`src/rtl/display_update_scheduler_pkg.sv`:
```
// Shared constants for the display update path: grid geometry, target slot
// spacing, scale thresholds, FSM encoding and the rover sample record.
package display_update_scheduler_pkg;

  localparam int GRID_BOTTOM_BORDER_D = 256;
  localparam int GRID_TOP_BORDER_D    = 512;
  localparam int GRID_RIGHT_BORDER_D  = 256;
  localparam int SCALE_DEFAULT_D      = 2;

  // Target rows 1 and 2 sit this far above the grid baseline, in steps.
  localparam int TGT_Y_STEP = 64;

  // Auto-scale: largest magnification that keeps the rover on the grid.
  localparam int SCALE4_LIM = 64;
  localparam int SCALE2_LIM = 128;

  localparam logic [2:0] ST_IDLE   = 3'd0;
  localparam logic [2:0] ST_SNAP   = 3'd1;
  localparam logic [2:0] ST_SCALE  = 3'd2;
  localparam logic [2:0] ST_MULT   = 3'd3;
  localparam logic [2:0] ST_COMMIT = 3'd4;

  typedef struct packed {
    logic signed [8:0] x;
    logic signed [8:0] y;
    logic [4:0]        o;
  } rover_sample_t;

  // Scale factors are powers of two; anything else is treated as 1.
  function automatic logic [1:0] scale_shift(input logic [2:0] s);
    case (s)
      3'd4:    return 2'd2;
      3'd2:    return 2'd1;
      default: return 2'd0;
    endcase
  endfunction

endpackage

```
`src/rtl/display_update_scheduler_if.sv`:
```
// Rover update inputs and committed draw-state outputs of the scheduler.
interface display_update_scheduler_if;
  logic              vsync;
  logic signed [8:0] rover_x_in;
  logic signed [8:0] rover_y_in;
  logic              new_data;
  logic [4:0]        orientation_in;
  logic              orientation_ready;
  logic [3:0]        target_location;

  logic signed [11:0] rover_x;
  logic signed [11:0] rover_y;
  logic signed [11:0] target_x;
  logic signed [11:0] target_y;
  logic [4:0]         orientation;
  logic               oriented;
  logic [2:0]         scale;
  logic               commit;
  logic               busy;

  modport master (
    output vsync, rover_x_in, rover_y_in, new_data, orientation_in,
           orientation_ready, target_location,
    input  rover_x, rover_y, target_x, target_y, orientation, oriented,
           scale, commit, busy
  );

  modport slave (
    input  vsync, rover_x_in, rover_y_in, new_data, orientation_in,
           orientation_ready, target_location,
    output rover_x, rover_y, target_x, target_y, orientation, oriented,
           scale, commit, busy
  );
endinterface

```
`src/rtl/display_update_scheduler_target_position_lut.sv`:
```
// Switch-selected target slot to signed screen coordinates.
// Columns: centre-right, centre, left edge, right edge.
// Rows: baseline, two intermediate steps, grid top.
module target_position_lut
  import display_update_scheduler_pkg::*;
#(
  parameter int GRID_BOTTOM_BORDER = GRID_BOTTOM_BORDER_D,
  parameter int GRID_TOP_BORDER    = GRID_TOP_BORDER_D,
  parameter int GRID_RIGHT_BORDER  = GRID_RIGHT_BORDER_D
) (
  input  logic [3:0]         target_location,
  output logic signed [11:0] target_x,
  output logic signed [11:0] target_y
);

  // Pure decode; consumers register the result themselves.
  always_comb begin
    target_x = '0;
    target_y = 12'(GRID_BOTTOM_BORDER);
    case (target_location[1:0])
      2'd0: target_x = 12'(GRID_RIGHT_BORDER / 2);
      2'd1: target_x = '0;
      2'd2: target_x = 12'(-GRID_RIGHT_BORDER);
      2'd3: target_x = 12'(GRID_RIGHT_BORDER);
    endcase
    case (target_location[3:2])
      2'd0: target_y = 12'(GRID_BOTTOM_BORDER);
      2'd1: target_y = 12'(GRID_BOTTOM_BORDER + TGT_Y_STEP);
      2'd2: target_y = 12'(GRID_BOTTOM_BORDER + 2 * TGT_Y_STEP);
      2'd3: target_y = 12'(GRID_TOP_BORDER);
    endcase
  end

endmodule

```
`src/rtl/display_update_scheduler.sv`:
```
// Frame-synchronous commit of rover position/orientation/scale and target
// position. Updates arrive at any rate into shadow registers; once per frame,
// on the vsync falling edge, a short FSM snapshots them, picks a scale,
// maps to screen space and updates every output in the same cycle.
module display_update_scheduler
  import display_update_scheduler_pkg::*;
#(
  parameter int GRID_BOTTOM_BORDER = GRID_BOTTOM_BORDER_D,
  parameter int GRID_TOP_BORDER    = GRID_TOP_BORDER_D,
  parameter int GRID_RIGHT_BORDER  = GRID_RIGHT_BORDER_D,
  parameter bit AUTO_SCALE         = 1'b1,
  parameter int SCALE_DEFAULT      = SCALE_DEFAULT_D
) (
  input  logic                       vclock,
  input  logic                       reset,
  display_update_scheduler_if.slave  bus
);

  logic [2:0]         state;
  logic               vsync_d;
  logic               start;
  rover_sample_t      sh;
  rover_sample_t      wk;
  logic               pend_loc, pend_ori;
  logic               take_loc, take_ori;
  logic [3:0]         tl_w;
  logic [9:0]         ax, ay;
  logic [9:0]         ax_c, ay_c;
  logic signed [9:0]  sx_ext, sy_ext;
  logic [2:0]         scale_w;
  logic [1:0]         sh_amt;
  logic signed [11:0] x12;
  logic signed [11:0] wx_c, wy_c;
  logic signed [11:0] tx_c, ty_c;

  // Falling edge of active-low vsync marks the start of vertical blanking.
  always_ff @(posedge vclock) begin
    if (reset) vsync_d <= 1'b0;
    else       vsync_d <= bus.vsync;
  end

  assign start = vsync_d & ~bus.vsync;

  // Shadow capture runs in every state; a pulse landing on the SNAP cycle
  // overrides the flag clear and so stays pending for the next frame.
  always_ff @(posedge vclock) begin
    if (reset) begin
      sh       <= '0;
      pend_loc <= 1'b0;
      pend_ori <= 1'b0;
    end else begin
      if (state == ST_SNAP) begin
        pend_loc <= 1'b0;
        pend_ori <= 1'b0;
      end
      if (bus.new_data) begin
        sh.x     <= bus.rover_x_in;
        sh.y     <= bus.rover_y_in;
        pend_loc <= 1'b1;
      end
      if (bus.orientation_ready) begin
        sh.o     <= bus.orientation_in;
        pend_ori <= 1'b1;
      end
    end
  end

  // Magnitudes for the scale decision; negative y is clamped to the baseline.
  always_comb begin
    sx_ext = {sh.x[8], sh.x};
    sy_ext = {sh.y[8], sh.y};
    ax_c   = sx_ext[9] ? $unsigned(-sx_ext) : $unsigned(sx_ext);
    ay_c   = sy_ext[9] ? 10'd0 : $unsigned(sy_ext);
  end

  // Sequencer: one cycle per step, edges seen while busy are dropped.
  always_ff @(posedge vclock) begin
    if (reset) begin
      state    <= ST_IDLE;
      wk       <= '0;
      take_loc <= 1'b0;
      take_ori <= 1'b0;
      tl_w     <= '0;
      ax       <= '0;
      ay       <= '0;
      scale_w  <= 3'(SCALE_DEFAULT);
    end else begin
      case (state)
        ST_IDLE: if (start) state <= ST_SNAP;
        ST_SNAP: begin
          wk       <= sh;
          take_loc <= pend_loc;
          take_ori <= pend_ori;
          tl_w     <= bus.target_location;
          ax       <= ax_c;
          ay       <= ay_c;
          state    <= ST_SCALE;
        end
        ST_SCALE: begin
          // Uses the latest position even if no new sample arrived.
          if (!AUTO_SCALE)
            scale_w <= 3'(SCALE_DEFAULT);
          else if (ax <= 10'(SCALE4_LIM) && ay <= 10'(SCALE4_LIM))
            scale_w <= 3'd4;
          else if (ax <= 10'(SCALE2_LIM) && ay <= 10'(SCALE2_LIM))
            scale_w <= 3'd2;
          else
            scale_w <= 3'd1;
          state <= ST_MULT;
        end
        ST_MULT:   state <= ST_COMMIT;
        ST_COMMIT: state <= ST_IDLE;
        default:   state <= ST_IDLE;
      endcase
    end
  end

  // Screen mapping as shifts; thresholds guarantee |wx|<=256, wy in [256,512].
  always_comb begin
    sh_amt = scale_shift(scale_w);
    x12    = {{3{wk.x[8]}}, wk.x};
    wx_c   = x12 <<< sh_amt;
    wy_c   = $signed(({2'b00, ay} << sh_amt) + 12'(GRID_BOTTOM_BORDER));
  end

  target_position_lut #(
    .GRID_BOTTOM_BORDER (GRID_BOTTOM_BORDER),
    .GRID_TOP_BORDER    (GRID_TOP_BORDER),
    .GRID_RIGHT_BORDER  (GRID_RIGHT_BORDER)
  ) u_tgt (
    .target_location (tl_w),
    .target_x        (tx_c),
    .target_y        (ty_c)
  );

  // Outputs load on the MULT->COMMIT edge so the new values and the commit
  // pulse appear together in the COMMIT cycle, inside vertical blanking.
  always_ff @(posedge vclock) begin
    if (reset) begin
      bus.rover_x     <= '0;
      bus.rover_y     <= 12'(GRID_BOTTOM_BORDER);
      bus.target_x    <= 12'(GRID_RIGHT_BORDER / 2);
      bus.target_y    <= 12'(GRID_BOTTOM_BORDER);
      bus.orientation <= '0;
      bus.oriented    <= 1'b0;
      bus.scale       <= 3'(SCALE_DEFAULT);
    end else if (state == ST_MULT) begin
      bus.rover_x     <= wx_c;
      bus.rover_y     <= wy_c;
      bus.target_x    <= tx_c;
      bus.target_y    <= ty_c;
      bus.orientation <= wk.o;
      bus.scale       <= scale_w;
      // Fresh heading draws a triangle; a move without one means the
      // heading is stale, so fall back to the square.
      if (take_ori)      bus.oriented <= 1'b1;
      else if (take_loc) bus.oriented <= 1'b0;
    end
  end

  assign bus.commit = (state == ST_COMMIT);
  assign bus.busy   = (state != ST_IDLE);

endmodule

```
`src/flat_wrapper.sv`:
```
// flat-port wrapper written by rule: the top's interface ports become plain ports
module display_update_scheduler_flat import display_update_scheduler_pkg::*;
#(
  parameter int GRID_BOTTOM_BORDER = GRID_BOTTOM_BORDER_D,
  parameter int GRID_TOP_BORDER    = GRID_TOP_BORDER_D,
  parameter int GRID_RIGHT_BORDER  = GRID_RIGHT_BORDER_D,
  parameter bit AUTO_SCALE         = 1'b1,
  parameter int SCALE_DEFAULT      = SCALE_DEFAULT_D
)
  (vclock, reset, bus_vsync, bus_rover_x_in, bus_rover_y_in, bus_new_data, bus_orientation_in, bus_orientation_ready, bus_target_location, bus_rover_x, bus_rover_y, bus_target_x, bus_target_y, bus_orientation, bus_oriented, bus_scale, bus_commit, bus_busy);
  display_update_scheduler_if bus_i ();
  input  logic vclock;
  input  logic reset;
  input wire logic [$bits(bus_i.vsync)-1:0] bus_vsync;
  input wire logic [$bits(bus_i.rover_x_in)-1:0] bus_rover_x_in;
  input wire logic [$bits(bus_i.rover_y_in)-1:0] bus_rover_y_in;
  input wire logic [$bits(bus_i.new_data)-1:0] bus_new_data;
  input wire logic [$bits(bus_i.orientation_in)-1:0] bus_orientation_in;
  input wire logic [$bits(bus_i.orientation_ready)-1:0] bus_orientation_ready;
  input wire logic [$bits(bus_i.target_location)-1:0] bus_target_location;
  output wire logic [$bits(bus_i.rover_x)-1:0] bus_rover_x;
  output wire logic [$bits(bus_i.rover_y)-1:0] bus_rover_y;
  output wire logic [$bits(bus_i.target_x)-1:0] bus_target_x;
  output wire logic [$bits(bus_i.target_y)-1:0] bus_target_y;
  output wire logic [$bits(bus_i.orientation)-1:0] bus_orientation;
  output wire logic [$bits(bus_i.oriented)-1:0] bus_oriented;
  output wire logic [$bits(bus_i.scale)-1:0] bus_scale;
  output wire logic [$bits(bus_i.commit)-1:0] bus_commit;
  output wire logic [$bits(bus_i.busy)-1:0] bus_busy;
  assign bus_i.vsync = bus_vsync;
  assign bus_i.rover_x_in = bus_rover_x_in;
  assign bus_i.rover_y_in = bus_rover_y_in;
  assign bus_i.new_data = bus_new_data;
  assign bus_i.orientation_in = bus_orientation_in;
  assign bus_i.orientation_ready = bus_orientation_ready;
  assign bus_i.target_location = bus_target_location;
  assign bus_rover_x = bus_i.rover_x;
  assign bus_rover_y = bus_i.rover_y;
  assign bus_target_x = bus_i.target_x;
  assign bus_target_y = bus_i.target_y;
  assign bus_orientation = bus_i.orientation;
  assign bus_oriented = bus_i.oriented;
  assign bus_scale = bus_i.scale;
  assign bus_commit = bus_i.commit;
  assign bus_busy = bus_i.busy;
  display_update_scheduler #(.GRID_BOTTOM_BORDER(GRID_BOTTOM_BORDER), .GRID_TOP_BORDER(GRID_TOP_BORDER), .GRID_RIGHT_BORDER(GRID_RIGHT_BORDER), .AUTO_SCALE(AUTO_SCALE), .SCALE_DEFAULT(SCALE_DEFAULT)) u_core (.vclock(vclock), .reset(reset), .bus(bus_i));
endmodule
```
`config.mk`:
```
export PLATFORM = sky130hd
export DESIGN_NAME = display_update_scheduler_flat
export DESIGN_NICKNAME = d
export VERILOG_FILES = /design/src/rtl/display_update_scheduler_pkg.sv /design/src/rtl/display_update_scheduler_if.sv /design/src/rtl/display_update_scheduler_target_position_lut.sv /design/src/rtl/display_update_scheduler.sv /design/src/flat_wrapper.sv
export SDC_FILE = /design/constraint.sdc
export NUM_CORES = 1
export LEC_CHECK = 0
export ABC_AREA = 1
export BUFFER_PORTS_ARGS = -buffer_cell sky130_fd_sc_hd__clkbuf_2
export CAP_MARGIN = 25
export CELL_PAD_IN_SITES_DETAIL_PLACEMENT = 0
export CELL_PAD_IN_SITES_GLOBAL_PLACEMENT = 2
export CORE_MARGIN = 2
export CORE_UTILIZATION = 33
export DETAILED_ROUTE_END_ITERATION = 8
export PLACE_DENSITY = 0.93
export SKIP_LAST_GASP = 1
export SYNTH_ARGS = -nofsm -noshare
export SYNTH_HDL_FRONTEND = slang
export SYNTH_SLANG_ARGS = --single-unit
```
`constraint.sdc`:
```
create_clock -name vclock -period 4 [get_ports vclock]
set_input_delay 0.6 -clock vclock [delete_from_list [all_inputs] [get_ports vclock]]
set_output_delay 0.6 -clock vclock [all_outputs]
set_load 0.005 [all_outputs]
```
## Yosys cells after proc, flatten, opt, wreduce, memory -nomap -nowiden

Index checks and enable logic that the tools add are counted.

- Add/sub/neg operators: 2
- Reduce and logical (&&, ||, !) cells: 10
- Shift-type cells: 2
- Order comparisons: 4
- Mux-type cells: 14
- Equal/unequal tests: 13
- Bitwise gates (word level): 2

Operators by type and width:

| kind | number |
|---|---|
| $pmux 12 s4 | 2 |
| $le 10x7->1 const B | 2 |
| $le 10x8->1 const B | 2 |
| $add 12x9->12 const B | 1 |
| $pmux 3 s4 | 1 |
| $shl 10x2->12 | 1 |
| $sshl 9x2->12 | 1 |
| $mux 10 | 1 |
| $neg 9->10 | 1 |
| $eq 3x2->1 const B | 3 |
| $eq 2x2->1 const B | 4 |
| $mux 8 | 1 |
| $eq 3x3->1 const B | 2 |
| $mux 3 | 2 |
| $reduce_bool 2->1 | 3 |
| $mux 1 | 5 |
| $eq 2x1->1 const B | 2 |
| $logic_not 2->1 | 2 |
| $pmux 2 s2 | 1 |
| $eq 3x1->1 const B | 1 |
| $logic_not 3->1 | 1 |
| $reduce_bool 3->1 | 1 |
| $logic_and 1x1->1 | 2 |
| $mux 2 | 1 |
| other kinds (4) | 4 |

- Word-level logic and storage cells: 69
- Bits of input ports: 32
- Register bits: 129
- Output and inout bits: 59

## Depth between registers and ports, before layout

- Depth in word-level cells: 4
- Mapped depth: 11
- Depth with buffers taken out: 10

## By module

Synthesis repeated with hierarchy kept, for this count alone.

- Cells, all modules: 710
- Area total of the unflattened synthesis: 5176.2 um^2

Modules (own cells, without submodules):

| module | times used | cells an instance | area each (um^2) | seq. area each (um^2) |
|---|---|---|---|---|
| display_update_scheduler | 1 | 682 | 5007.3 | 2522.4 |
| target_position_lut | 1 | 28 | 168.9 | 0.0 |

## Worst setup path after synthesis

No wires, ideal clock.

- Path kind: flip-flop to flip-flop
- Start point: register u_core.scale_w[1]
- End point: register u_core.bus.rover_y[9]
- Cell stages (with the launch flop): 11
- Data required time: 3.884 ns
- Period minus slack after synthesis: 1.565 ns
- Setup slack: 2.435 ns
- Setup time: 0.116 ns
- Data arrival time: 1.449 ns
- Buffers on the path: 1
- Cells stage by stage: dfxtp_1 inv_1 nor2_1 nand2_2 buf_2 o21ai_0 nand2_1 o21ai_0 ha_1 nor2_1 nor2_1

- Longest elaborated chain between the ends: 4
- Elaborated cells on any way between the ends: 5
- Classes of those cells: 1 x add/sub; 2 x eq/ne; 1 x shift; 1 x mux

RTL lines:

| what | RTL line | text |
|---|---|---|
| start, declared | display_update_scheduler.sv:30 | `logic [2:0] scale_w;` |
| start signal, assigned | display_update_scheduler.sv:86 | `scale_w <= 3'(SCALE_DEFAULT);` |
| start signal, assigned | display_update_scheduler.sv:102 | `scale_w <= 3'(SCALE_DEFAULT);` |
| $eq 3x2->1 / $eq 3x3->1 (equally long branches) | display_update_scheduler_pkg.sv:31 | `case (s)` |
| $pmux 2 s2 * | display_update_scheduler_pkg.sv:31 |  |
| $shl 10x2->12 * | display_update_scheduler.sv:123 | `wy_c = $signed(({2'b00, ay} << sh_amt) + 12'(GRID_BOTTOM_BORDER));` |
| $add 12x9->12 * | display_update_scheduler.sv:123 |  |
| net u_core.wy_c[9] | display_update_scheduler.sv:33 | `logic signed [11:0] wx_c, wy_c;` |
| end signal, assigned | display_update_scheduler.sv:141 | `bus.rover_y <= 12'(GRID_BOTTOM_BORDER);` |
| end signal, assigned | display_update_scheduler.sv:149 | `bus.rover_y <= wy_c;` |
| end, declared | display_update_scheduler_if.sv:31 | `output rover_x, rover_y, target_x, target_y, orientation, oriented,` |

The timed path passes the listed nets; every way through them passes the cells marked *.
A chain may end at the register's enable or synchronous reset.

## Worst setup path in the final report

Same ends and word-level chain as after synthesis.

==> impl_metrics.ini <==
[route]
top_layer = met4
wl_mm = 10.86
wl_met3_um = 472
drc = 0
drt_iter0_drc = 325
wl_met1_mm = 5.797
wl_per_cell_um = 12.49
first_pass_iters = 4
routed_via_density = 4.548
ant_nets = 0
num_vias = 3957
met2WireLength_mm = 4.382

[die]
rows = 43
die_w_um = 123.1
io_pins = 91
core_um2 = 13880
initial_core_util = 0.3375
die_y_um = 123.1
dieArea_um2 = 15160

[logic_synthesis]
synth_compound_area_frac = 0.1725
avgSynthCellArea_um2 = 7.412
yosys.area_share.simple = 0.2292
ys_warn_count = 0
synth_common_cells = nand2_1 (144), dfxtp_1 (109), nor2_1 (68)
async_reset_ff_frac = 0
yosys.area_share.adder = 0.005342
synth_area_leaders = dfxtp_1 (47%), nand2_1 (12%), o21ai_0 (6.5%)
synth-xor-area-share = 0.001870
synth_top_area_share = 0.4658
ys_seq_elements = 109
synth_top_family_by_area = simple AND/OR/NAND/NOR gates
ys.flop_type = dfxtp_1
synth_cell_type_count = 35
synth_mux_area_frac = 0
ys_seq_area_frac = 0.4658
yosysTopAreaCell = dfxtp_1
synth_cells = 632
synthMostInstantiatedCell = nand2_1
netlist_area_um2 = 4684
synth_edf_count = 0

[power]
swShare = 0.2884
p_int_uw = 1706
peakVddDrop_uv = 202.3
p_per_area_nw_per_um2 = 450.5
switching_power_uw = 691.5
clock_power_share = 0.352
power.leakage_uw = 0.002423
pwr-share-seq = 0.501
comb_power_share = 0.147

[run]
cap_violations = 0

[finish]
areaGrowthSynthToFinish_pct = 13.62
area.sequential_um2 = 2182
finalNetCount = 719
drive_gt1_frac = 0.1623
diodes = 0
nFillCells = 1499
multiInputGateArea_um2 = 1972

[placed_design]
dpl.hpwl_mm = 7.513
post-place-ws_ns = 2.060
place_congestion = 0.7824
io_buffers = 75

[critical_path]
required_ns = 4.24
critPathCaptureType = flip-flop
r2r_start = u_core.scale_w[1]$_SDFFE_PP1N_
critPathLaunchType = flip-flop
r2r_cells = 9
critPathSlowestCell = o21ai_0
crit_top_cell = nor2_1
crit_family = simple AND/OR/NAND/NOR gates
crit_type = flip-flop to flip-flop
path_cells = inv_1, nor2_1, nand2_2, o21ai_0, nand2_1, o21ai_0, ha_1, nor2_1, nor2_1
arrival_ns = 2.16
critPathCapture = u_core.bus.rover_y[9]$_SDFFE_PP0P_
crit_fanout = 36
reg2reg_slack_ns = 2.09
cpPeakStageDelay_ns = 0.37
cp.depth = 9
r2r_end = u_core.bus.rover_y[9]$_SDFFE_PP0P_
path_buf_inv = 1
cp-startpoint = u_core.scale_w[1]$_SDFFE_PP1N_

[grt]
grt_pass1_wl_mm = 17.48
gr-total-overflow = 0
antenna_found_initial = 0
grtUsageTotal = 0.1473
first_global_vias = 3575
grt_max_degree = 62

[cts]
ctsHoldBuffers = 0
cts_max_level = 3
cts_setup_buffers = 0
cts_made_buffers = 9
cts_buffer_depth = 2
clockRootBuffer = clkbuf_16
path_clk_slew_ns = 0.08
ctsResizeCount = 0
cts_tree = built
clock_latency_ns = 0.35
clock_sinks = 109

[sta]
max_freq_mhz = 522.3
hold_viol = 0
setup_viol = 0
maxSlewHeadroom = 0.5578
tightest_slew_ns = 0.6634
slew_violations = 0
worst_slack_ns = 2.085
post-route-period-util = 0.4786
min_period_ns = 1.915
setup_tns_ns = 0
rsz0062_at_grt = false
clock_skew_ns = 0.01259

[hold_path]
hp-class = flip-flop to flip-flop
hold_depth = 1

[status]
status = finished clean
-- worst min path at each step --
| stage | startpoint | end | slack, ns |
|---|---|---|---|
| detailed placement | u_core.tl_w[0]$_SDFFE_PP0P_ | u_core.bus.target_x[7]$_SDFFE_PP1P_ | 0.44 |
| finish | u_core.tl_w[0]$_SDFFE_PP0P_ | u_core.bus.target_x[7]$_SDFFE_PP1P_ | 0.45 |
| floorplan | u_core.tl_w[0]$_SDFFE_PP0P_ | u_core.bus.target_x[7]$_SDFFE_PP1P_ | 0.42 |
| global route | u_core.tl_w[0]$_SDFFE_PP0P_ | u_core.bus.target_x[7]$_SDFFE_PP1P_ | 0.47 |
| global placement | u_core.tl_w[0]$_SDFFE_PP0P_ | u_core.bus.target_x[7]$_SDFFE_PP1P_ | 0.44 |
| CTS | u_core.tl_w[0]$_SDFFE_PP0P_ | u_core.bus.target_x[7]$_SDFFE_PP1P_ | 0.45 |
-- worst reg2reg max path, delay by kind of cell (launching register included) --
family / cells / cell delay (ns)
compound gates: 2 / 0.46
buf+inv: 1 / 0.07
simple gates: 5 / 0.69
flops: 1 / 0.31
fa+ha+maj: 1 / 0.26
-- flip-flops by register name, summed over array words and instances (netlist names) --
| name | count |
|---|---|
| u_core.bus.scale | 3 |
| u_core.wk | 13 |
| u_core.vsync_d | 1 |
| u_core.pend_ori | 1 |
| u_core.bus.rover_y | 12 |
| u_core.scale_w | 3 |
| u_core.bus.oriented | 1 |
| u_core.pend_loc | 1 |
| u_core.ay | 8 |
| u_core.bus.target_y | 4 |
| u_core.take_loc | 1 |
| u_core.state | 3 |
| u_core.bus.target_x | 3 |
| u_core.sh | 23 |
| u_core.tl_w | 4 |
| u_core.bus.orientation | 5 |
| u_core.bus.rover_x | 12 |
| u_core.ax | 10 |
| u_core.take_ori | 1 |
-- logic make-up (layout without fill, tap and decap cells) --
family	count (synthesis)	in the layout
and+or+nand+nor	258	258
AOI/OAI and AO/OA	143	143
buffers and inverters	118	162
DFF	109	109
adders and majority gates	2	2
other	1	15
xor gates and xnor gates	1	1
-- placed cells by master (no fill, tap or decap), types with 2 or more instances in the layout --
master      instances
a211oi_1            4
a211oi_2            6
a21oi_1            57
a31oi_1             2
clkbuf_16           9
clkbuf_2           75
clkinv_1            2
clkinv_2            2
clkinvlp_4          2
conb_1             15
dfxtp_1           109
ha_1                2
inv_1              64
inv_4               2
nand2_1           144
nand2_2             3
nand3_1            33
nor2_1             68
nor2_2              3
nor2_8              2
o211ai_1            6
o21ai_0            61
o22ai_1             2
o31ai_1             2
-- per-layer routing --
| metal | up-vias | GRT usage |
|---|---|---|
| li1 | 2102 | - |
| met3 | 11 | 0.02445 |
| met4 | 0 | 0.06605 |
| met5 | - | 0 |
| met1 | 1763 | 0.2231 |
| met2 | 81 | 0.2016 |
-- through the flow --
step | total power [uW] | hold WS [ns] | utilization | cell area, um^2 | std cells
after CTS | 2420 | 0.4545 | 0.3835 | 5323 | 870
after global placement | 1572 | 0.4372 | 0.3635 | 5046 | 854
final | 2398 | 0.4531 | 0.3835 | 5323 | 870
after detailed placement | 1579 | 0.4445 | 0.3635 | 5046 | 854
after global routing | 2513 | 0.4671 | 0.3835 | 5323 | 870
after floorplan | 1507 | 0.4212 | - | 4737 | 646
-- power groups by stage --
| stage | clock network (uW) | logic, uW | registers [uW] |
|---|---|---|---|
| 6_report | 843 | 352 | 1200 |
| 3_5_place_dp | 0 | 351 | 1230 |
| 2_1_floorplan | 0 | 292 | 1210 |
| 5_1_grt | 901 | 401 | 1210 |
| 3_3_place_gp | 0 | 347 | 1220 |
| 4_1_cts | 865 | 354 | 1200 |
-- cell type report --
cell class                      count  share of cell area
Tap cell                          180             0.04231
Clock inverter                      5            0.006347
Clock buffer                       11             0.04560
Multi-Input combinational cell    419              0.3705
Inverter                           69             0.04960
Sequential cell                   109              0.4100
Timing Repair Buffer               77             0.07569
(Power assumes the default switching activity.)
